--- config.mk ---
export PLATFORM = sky130hd
export DESIGN_NAME = alu_mult_seq
export DESIGN_NICKNAME = d
export VERILOG_FILES = /design/src/rtl/alu_mult_seq.sv
export SDC_FILE = /design/constraint.sdc
export NUM_CORES = 1
export LEC_CHECK = 0
export ABC_CLOCK_PERIOD_IN_PS = 4500
export CORE_MARGIN = 4
export CORE_UTILIZATION = 55
export CTS_BUF_LIST = sky130_fd_sc_hd__clkbuf_8
export CTS_CLUSTER_SIZE = 10
export DETAILED_ROUTE_END_ITERATION = 6
export PLACE_DENSITY = 0.95
export SYNTH_ARGS = -nofsm -noshare
export SYNTH_HDL_FRONTEND = slang
export SYNTH_SLANG_ARGS = --single-unit
--- constraint.sdc ---
create_clock -name clk -period 4.5 [get_ports clk]
set_clock_uncertainty 0.05 [all_clocks]
set_input_delay 0.9 -clock clk [delete_from_list [all_inputs] [get_ports clk]]
set_output_delay 0.9 -clock clk [all_outputs]
set_load 0.05 [all_outputs]
--- src/rtl/alu_mult_seq.sv ---
// Sequential 16x16->16 shift-and-add multiplier that issues every add, negate and shift to the shared ALU.
// Optional: define MULT_EARLY_TERM_EN to stop iterating once the remaining multiplier is zero.
module alu_mult_seq #(
  parameter int WIDTH = 16,
  parameter int CNT_W = 4
) (
  input  logic             clk,
  input  logic             rst,
  input  logic             start,
  input  logic [WIDTH-1:0] mcand,
  input  logic [WIDTH-1:0] mplier,
  input  logic             signed_mul,
  output logic             busy,
  output logic             done,
  output logic [WIDTH-1:0] product,
  output logic             ofl,
  output logic [WIDTH-1:0] alu_a,
  output logic [WIDTH-1:0] alu_b,
  output logic             alu_cin,
  output logic [2:0]       alu_op,
  output logic             alu_inva,
  output logic             alu_invb,
  output logic             alu_sign,
  input  logic [WIDTH-1:0] alu_out,
  input  logic             alu_ofl,
  input  logic             alu_zero,
  input  logic             alu_n
);

  localparam logic [2:0]       OP_ADD  = 3'h4;
  localparam logic [2:0]       OP_SLL  = 3'h1;
  localparam logic [WIDTH-1:0] MIN_NEG = {1'b1, {(WIDTH-1){1'b0}}};

`ifdef MULT_EARLY_TERM_EN
  localparam bit EARLY = 1'b1;
`else
  localparam bit EARLY = 1'b0;
`endif

  typedef enum logic [2:0] {
    S_IDLE, S_NEGA, S_NEGB, S_ADD, S_SHIF, S_NEGP, S_DONE
  } state_t;

  state_t           r_state;
  logic [WIDTH-1:0] r_acc, r_mc, r_mp, r_product;
  logic [CNT_W-1:0] r_cnt;
  logic             r_neg, r_sgn, r_ofl_s, r_busy, r_done, r_ofl;

  state_t           w_state_nxt, w_fin_state;
  logic [WIDTH-1:0] w_mp_sh;
  logic             w_ofl_s_nxt, w_ofl_fin;
  logic             w_unused;

  assign w_unused = ^{alu_zero, alu_n};

  // ENTRY is a pure decision: it picks the first working state for a multiplier value.
  function automatic state_t f_entry(input logic [WIDTH-1:0] mp, input state_t fin);
    if (EARLY && mp == '0) return fin;
    return mp[0] ? S_ADD : S_SHIF;
  endfunction

  always_comb begin
    // NOTE: every output of a combinational block gets a default first so no latch is inferred.
    alu_a    = '0;
    alu_b    = '0;
    alu_cin  = 1'b0;
    alu_op   = OP_ADD;
    alu_inva = 1'b0;
    alu_invb = 1'b0;
    alu_sign = 1'b0;
    unique case (r_state)
      S_NEGA: begin alu_a = r_mc;  alu_inva = 1'b1; alu_cin = 1'b1; end
      S_NEGB: begin alu_a = r_mp;  alu_inva = 1'b1; alu_cin = 1'b1; end
      S_NEGP: begin alu_a = r_acc; alu_inva = 1'b1; alu_cin = 1'b1; end
      S_ADD:  begin alu_a = r_acc; alu_b = r_mc; end
      S_SHIF: begin alu_a = r_mc;  alu_b = WIDTH'(1); alu_op = OP_SLL; end
      default: ;
    endcase
  end

  always_comb begin
    w_mp_sh     = r_mp >> 1;
    w_fin_state = r_neg ? S_NEGP : S_DONE;
    w_ofl_s_nxt = r_ofl_s;
    if (r_state == S_ADD)  w_ofl_s_nxt = r_ofl_s | alu_ofl;
    if (r_state == S_SHIF) w_ofl_s_nxt = r_ofl_s | (r_mc[WIDTH-1] & (w_mp_sh != '0));
    // A magnitude of exactly 2^(WIDTH-1) is only representable when the result is negative.
    w_ofl_fin = w_ofl_s_nxt | (r_sgn & r_acc[WIDTH-1] & ~(r_neg & (r_acc == MIN_NEG)));

    w_state_nxt = r_state;
    unique case (r_state)
      S_IDLE: if (start) begin
        if (signed_mul & mcand[WIDTH-1])       w_state_nxt = S_NEGA;
        else if (signed_mul & mplier[WIDTH-1]) w_state_nxt = S_NEGB;
        else                                   w_state_nxt = f_entry(mplier, S_DONE);
      end
      S_NEGA: w_state_nxt = (r_sgn & r_mp[WIDTH-1]) ? S_NEGB : f_entry(r_mp, w_fin_state);
      S_NEGB: w_state_nxt = f_entry(alu_out, w_fin_state);
      S_ADD:  w_state_nxt = S_SHIF;
      S_SHIF: begin
        if (r_cnt == CNT_W'(WIDTH-1) || (EARLY && w_mp_sh == '0)) w_state_nxt = w_fin_state;
        else w_state_nxt = w_mp_sh[0] ? S_ADD : S_SHIF;
      end
      S_NEGP: w_state_nxt = S_DONE;
      default: w_state_nxt = S_IDLE;
    endcase
  end

  always_ff @(posedge clk or posedge rst) begin
    if (rst) begin
      r_state   <= S_IDLE;
      r_acc     <= '0;
      r_mc      <= '0;
      r_mp      <= '0;
      r_cnt     <= '0;
      r_neg     <= 1'b0;
      r_sgn     <= 1'b0;
      r_ofl_s   <= 1'b0;
      r_busy    <= 1'b0;
      r_done    <= 1'b0;
      r_product <= '0;
      r_ofl     <= 1'b0;
    end else begin
      // NOTE: state updates use non-blocking assignments so every register sees pre-edge values.
      r_state <= w_state_nxt;
      r_busy  <= (w_state_nxt != S_IDLE);
      r_done  <= (w_state_nxt == S_DONE);
      r_ofl_s <= w_ofl_s_nxt;
      unique case (r_state)
        S_IDLE: if (start) begin
          r_mc    <= mcand;
          r_mp    <= mplier;
          r_acc   <= '0;
          r_cnt   <= '0;
          r_ofl_s <= 1'b0;
          r_sgn   <= signed_mul;
          r_neg   <= signed_mul & (mcand[WIDTH-1] ^ mplier[WIDTH-1]);
        end
        S_NEGA: r_mc  <= alu_out;
        S_NEGB: r_mp  <= alu_out;
        S_ADD:  r_acc <= alu_out;
        S_SHIF: begin
          r_mc  <= alu_out;
          r_mp  <= w_mp_sh;
          r_cnt <= r_cnt + CNT_W'(1);
        end
        S_NEGP: r_acc <= alu_out;
        default: ;
      endcase
      // Product and overflow are captured on entry to DONE so they are valid alongside the pulse.
      if (w_state_nxt == S_DONE) begin
        if (r_state == S_IDLE) begin
          r_product <= '0;
          r_ofl     <= 1'b0;
        end else begin
          r_product <= (r_state == S_NEGP) ? alu_out : r_acc;
          r_ofl     <= w_ofl_fin;
        end
      end
    end
  end

  assign busy    = r_busy;
  assign done    = r_done;
  assign product = r_product;
  assign ofl     = r_ofl;

endmodule

# Word level (Yosys, flattened, before mapping)
# Index checks and enable logic that the tools add are counted.
# classes
reduce_logical	15
n_eq_ne	9
addsub	1
n_bitwise	13
muxes	30
# ops
op	n
$pmux W16 S2	3
$pmux W16 S3	2
$mux W16	5
$mux W3	10
$pmux W3 S6	1
$eq A16 B16 Y1 const B	1
$reduce_bool A16 Y1	1
$reduce_and A2 Y1	5
$eq A3 B3 Y1 const B	3
$and A1 B1 Y1	8
$pmux W4 S2	1
$eq A3 B2 Y1 const B	2
$mux W1	6
$reduce_bool A2 Y1	3
$reduce_bool A3 Y1	2
$add A4 B1 Y4 const B	1
$eq A4 B4 Y1 const B	1
$mux W4	1
$reduce_or A2 Y1	2
$eq A3 B1 Y1 const B	1
$logic_not A3 Y1	1
$or A1 B1 Y1	3
$reduce_or A3 Y1	1
$mux W2	1
other kinds (3)	3
# word_totals
out_inout_bits	58
inputBits	55
reg_bits	77
wordCells	80

# Logic depth before layout (Yosys ltp)
# depth
ltp_word	6
depth_mapped	8
mapped_depth_nobuf	6

# Least setup slack after synthesis
# OpenSTA, ideal clock, no wires.
# synth_timing
path_type	reg-to-output
from	reg r_state[0]
to	out alu_a[0]
path_buffers	2
t_arrival_ns	2.224
required_ns	3.550
path_slack_ns	1.326
path_stages_with_launch	6
path_cell_list	dfrtp_1 > buf_2 > xor2_1 > clkbuf_1 > a22oi_1 > o22ai_1
# synth_via
elab_chain_len	3
word_cells_on_any_way	8
# synth_rtl
item	line_no	text
start, declared	44	state_t r_state;
start signal, assigned	125	r_state <= w_state_nxt;
$eq A3 B3 Y1, or another cell as far along	71	unique case (r_state)
$reduce_or A2 Y1 (no line)	--	
$pmux W16 S3 *	71	
end, declared	17	output logic [WIDTH-1:0] alu_a,
# Every way passes the cells marked *; elsewhere a longest branch is shown, timed or not.

# Final worst setup path
# layout_timing
from	reg r_state[0]
to	out alu_op[2]
# layout_via
elab_chain_len	2
# layout_rtl
item	line_no	text
$eq A3 B3 Y1	71	
$mux W3	71	
end, declared	20	output logic [2:0] alu_op,
# Every way passes these cells.

==> summary.txt <==
Outcome
  • Result of the run: complete, no violations

Yosys
  • Synth Area in Compound Gates: 21.4%
  • Most used DFF post-synth: dfrtp_1
  • Largest family of logic cells by synthesized area: compound AO/OA/AOI/OAI gates
  • Syn Area/Cell: 8.96 um^2
  • Post-Synth Simple-Gate Area: 19.1%
  • Area contributors post-synth: dfrtp_1 44%, nand2_1 9.0%, a22oi_1 5.4%, a31oi_1 4.8%, mux2i_1 4.2%
  • Cell variety after synth: 44
  • Synth Area in XOR/XNOR: 0.404%
  • Seq/Total Area, Yosys: 44.4%
  • Post-Synthesis Cells: 484
  • Most frequent cell after synthesis: nand2_1
  • Adder-cell area share of the yosys netlist: 0.288%
  • Asr flop ratio synth: 100%
  • Post-synth top area share: 44.4%
  • Number of synthesis warnings: 0
  • Multiplexer area fraction after synthesis: 9.35%
  • Leading post-synthesis cells by instance count: 104 x nand2_1, 77 x dfrtp_1, 36 x nor2_1, 33 x a31oi_1, 31 x a22oi_1
  • Post-synth design cell area: 4340 um^2
  • Number of synthesized register bits: 77
  • Number of synthesized flops with an enable pin: 0
  • Largest area contributor in the netlist: dfrtp_1

STA
  • Unrepaired setup endpoints after global routing: false
  • Final hold violations: 0
  • Final critical path time including I/O delays and setup: 3.87 ns
  • Final total negative setup slack: 0 ns
  • Tcrit/Tclk final: 86.1%
  • Measured slew at the worst slew-check pin: 1.22 ns
  • Max Freq: 0.258 GHz
  • Normalized max-slew margin: 19.0%
  • Finish-stage setup viols: 0
  • Max-slew violation total from the final report: 0

Route
  • Total iterations of the first detailed-routing run: 6
  • Post-Route WL: 14300 um
  • Vias after detailed routing: 4482
  • DRC violations left: 0
  • Drt first-iter violations: 644
  • Detail Route Antenna Nets: 0
  • WL per Instance: 21.0 um
  • Post-detailed-route via-to-cell ratio: 6.57

CTS
  • Total of hold buffers inserted after clock tree synthesis: 0
  • Clock root buffer: clkbuf_8
  • Clock tree from TritonCTS: done
  • Post-CTS setup buffer count: 0
  • Maximum level of the CTS H-tree: 3
  • Num CTS Buffers: 9
  • Clock slew seen by the registers of the worst setup and hold paths: 0.08 ns
  • Number of clock sinks: 77
  • Quantity of gates resized following cts: 0
  • Number of buffers on the longest clock path: 2
  • Clock latency on the worst-skew pair: 0.36 ns

Final layout
  • Number of diodes added for antenna fixing: 0
  • Area growth from synthesis to layout: 29.5%
  • Ratio of cells with drive above 1 in the final layout: 12.2%
  • Filler Cells Inserted: 556
  • Post-Route Utilization: 73.1%
  • NumNets Final: 631

Placement
  • Final weighted congestion in routability-driven placement: 0.953
  • Buffers added on ports: 107
  • Placed wire-length estimate after detailed placement: 10000 um

GRT
  • Total overflow reported by the global router: 0
  • Initial antenna violation count: 0
  • Number of global-route vias before repair: 4420
  • Wire length of the first global-routing pass: 22700 um
  • Maximum number of pins on one net before global-route repair: 41
  • Total routing usage reported by global routing: 30.3%

Hold path
  • Critical hold path startpoint: r_cnt[3]
  • Hold Path Depth: 1
  • Class of the tightest hold or removal check: reg -> reg
  • Hold Path End: r_cnt[3]

Power
  • Part of the power in the clock network: 10.9%
  • Switching fraction of total power: 53.0%
  • Cell Pwr Density: 900 nW/um^2
  • Relative contribution of sequential cells to total power: 27.7%
  • Internal Dissipation: 2.38 mW
  • Peak supply drop: 699 uV
  • Total net switching power: 2.68 mW
  • Leakage component of the power: 2.45 nW
  • Combinational share of power: 61.4%

Die
  • Starting density of the core: 56.4%
  • I/O Pins: 113
  • Number of cell rows: 32
  • Height of the chip: 96.8 um
  • Total Die Area: 9370 um^2
  • Core area: 7690 um^2
  • Die Wd: 96.8 um

Worst setup path
  • Arrival time at the worst endpoint: 2.92 ns
  • Setup slack of the most critical reg-to-reg path: 1.14 ns
  • Startpoint type of the worst setup path: register
  • Reg-to-reg endpoint: product[15]
  • CP Class: reg -> out
  • Crit. End Element: primary output
  • Worst-path fanout max: 26
  • R2R depth: 6
  • Worst EP required: 3.55 ns
  • Launch point of the worst reg-to-reg path: r_state[0]

Flow run
  • Number of max-cap violations: 0
[power by group through the flow]
stage          sequential (mW)  clock (mW)  combinational, mW
2_1_floorplan             1.39           0               2.11
3_3_place_gp              1.36           0               2.95
3_5_place_dp              1.37           0               3.05
4_1_cts                   1.37       0.553               3.07
5_1_grt                   1.42       0.584               3.30
6_report                  1.40       0.553               3.10
[metrics by stage]
| stage | power (mW) | setup WS (ns) | cell area [um^2] | cells | hold slack, ns |
|---|---|---|---|---|---|
| global placement | 4.30 | 0.810 | 5410 | 666 | 0.416 |
| CTS | 4.98 | 0.687 | 5620 | 682 | 0.453 |
| global route | 5.30 | 0.505 | 5620 | 682 | 0.485 |
| detailed placement | 4.42 | 0.761 | 5410 | 666 | 0.443 |
| floorplan | 3.50 | 1.33 | 4350 | 486 | 0.400 |
| finish | 5.05 | 0.626 | 5620 | 682 | 0.447 |
[placed cells by master (no fill, tap or decap), drive strengths merged, types with 7 or more instances in the layout]
cell / n
nand2: 104
clkdlybuf4s50: 90
dfrtp: 77
nor2: 36
a31oi: 34
a22oi: 31
buf: 29
o21ai: 23
mux2i: 18
mux2: 17
o22ai: 16
a22o: 15
and3: 15
a21oi: 11
clkbuf: 11
inv: 7
[worst max-delay path by stage]
stage / to / cells past startpoint / from
after floorplan: alu_a[0] / 5 / r_state[0]
after global placement: product[3] / 7 / start
after detailed placement: product[15] / 7 / start
after CTS: alu_op[2] / 3 / r_state[0]
after global routing: alu_op[2] / 3 / r_state[0]
final: alu_op[2] / 3 / r_state[0]
[layer usage]
metal  track usage [%]  part of all wire [%]  routed length, um
met1              40.4                    38               5380
met3              7.35                    13               1820
met2              45.6                    45               6400
met5                 0                     0                  0
met4              15.9                   5.1                732
[flip-flops by register name, summed over array words and instances (netlist names), 3 cells and up]
signal   count
r_acc       16
r_mc        16
r_mp        16
r_cnt        4
r_state      3
product     16
[cell families after synthesis]
kind of cell / count (synthesis)
buffers and inverters: 46
other: 1
flip-flops: 77
AO/OA/AOI/OAI: 137
XOR/XNOR: 2
adder cells (fa/ha/maj): 1
AND/OR/NAND/NOR: 185
multiplexers: 35
[worst max-delay path, stage by stage, from the launching register on]
cell	delay (ns)
dfrtp_1	0.75
nor3b_2	0.75
inv_1	0.30
clkdlybuf4s50_1	0.78
[area by class of cell]
class | count | area, um^2 | area share [%]
inverter | 5 | 18.8 | 0.334
clock buffer | 11 | 151 | 2.70
sequential | 77 | 1930 | 34.3
multi-input combinational | 363 | 2200 | 39.2
clock inverter | 5 | 58.8 | 1.05
timing repair buffer | 119 | 1130 | 20.1
tap | 102 | 128 | 2.27
Note: power is estimated with default switching activity, not from simulation.
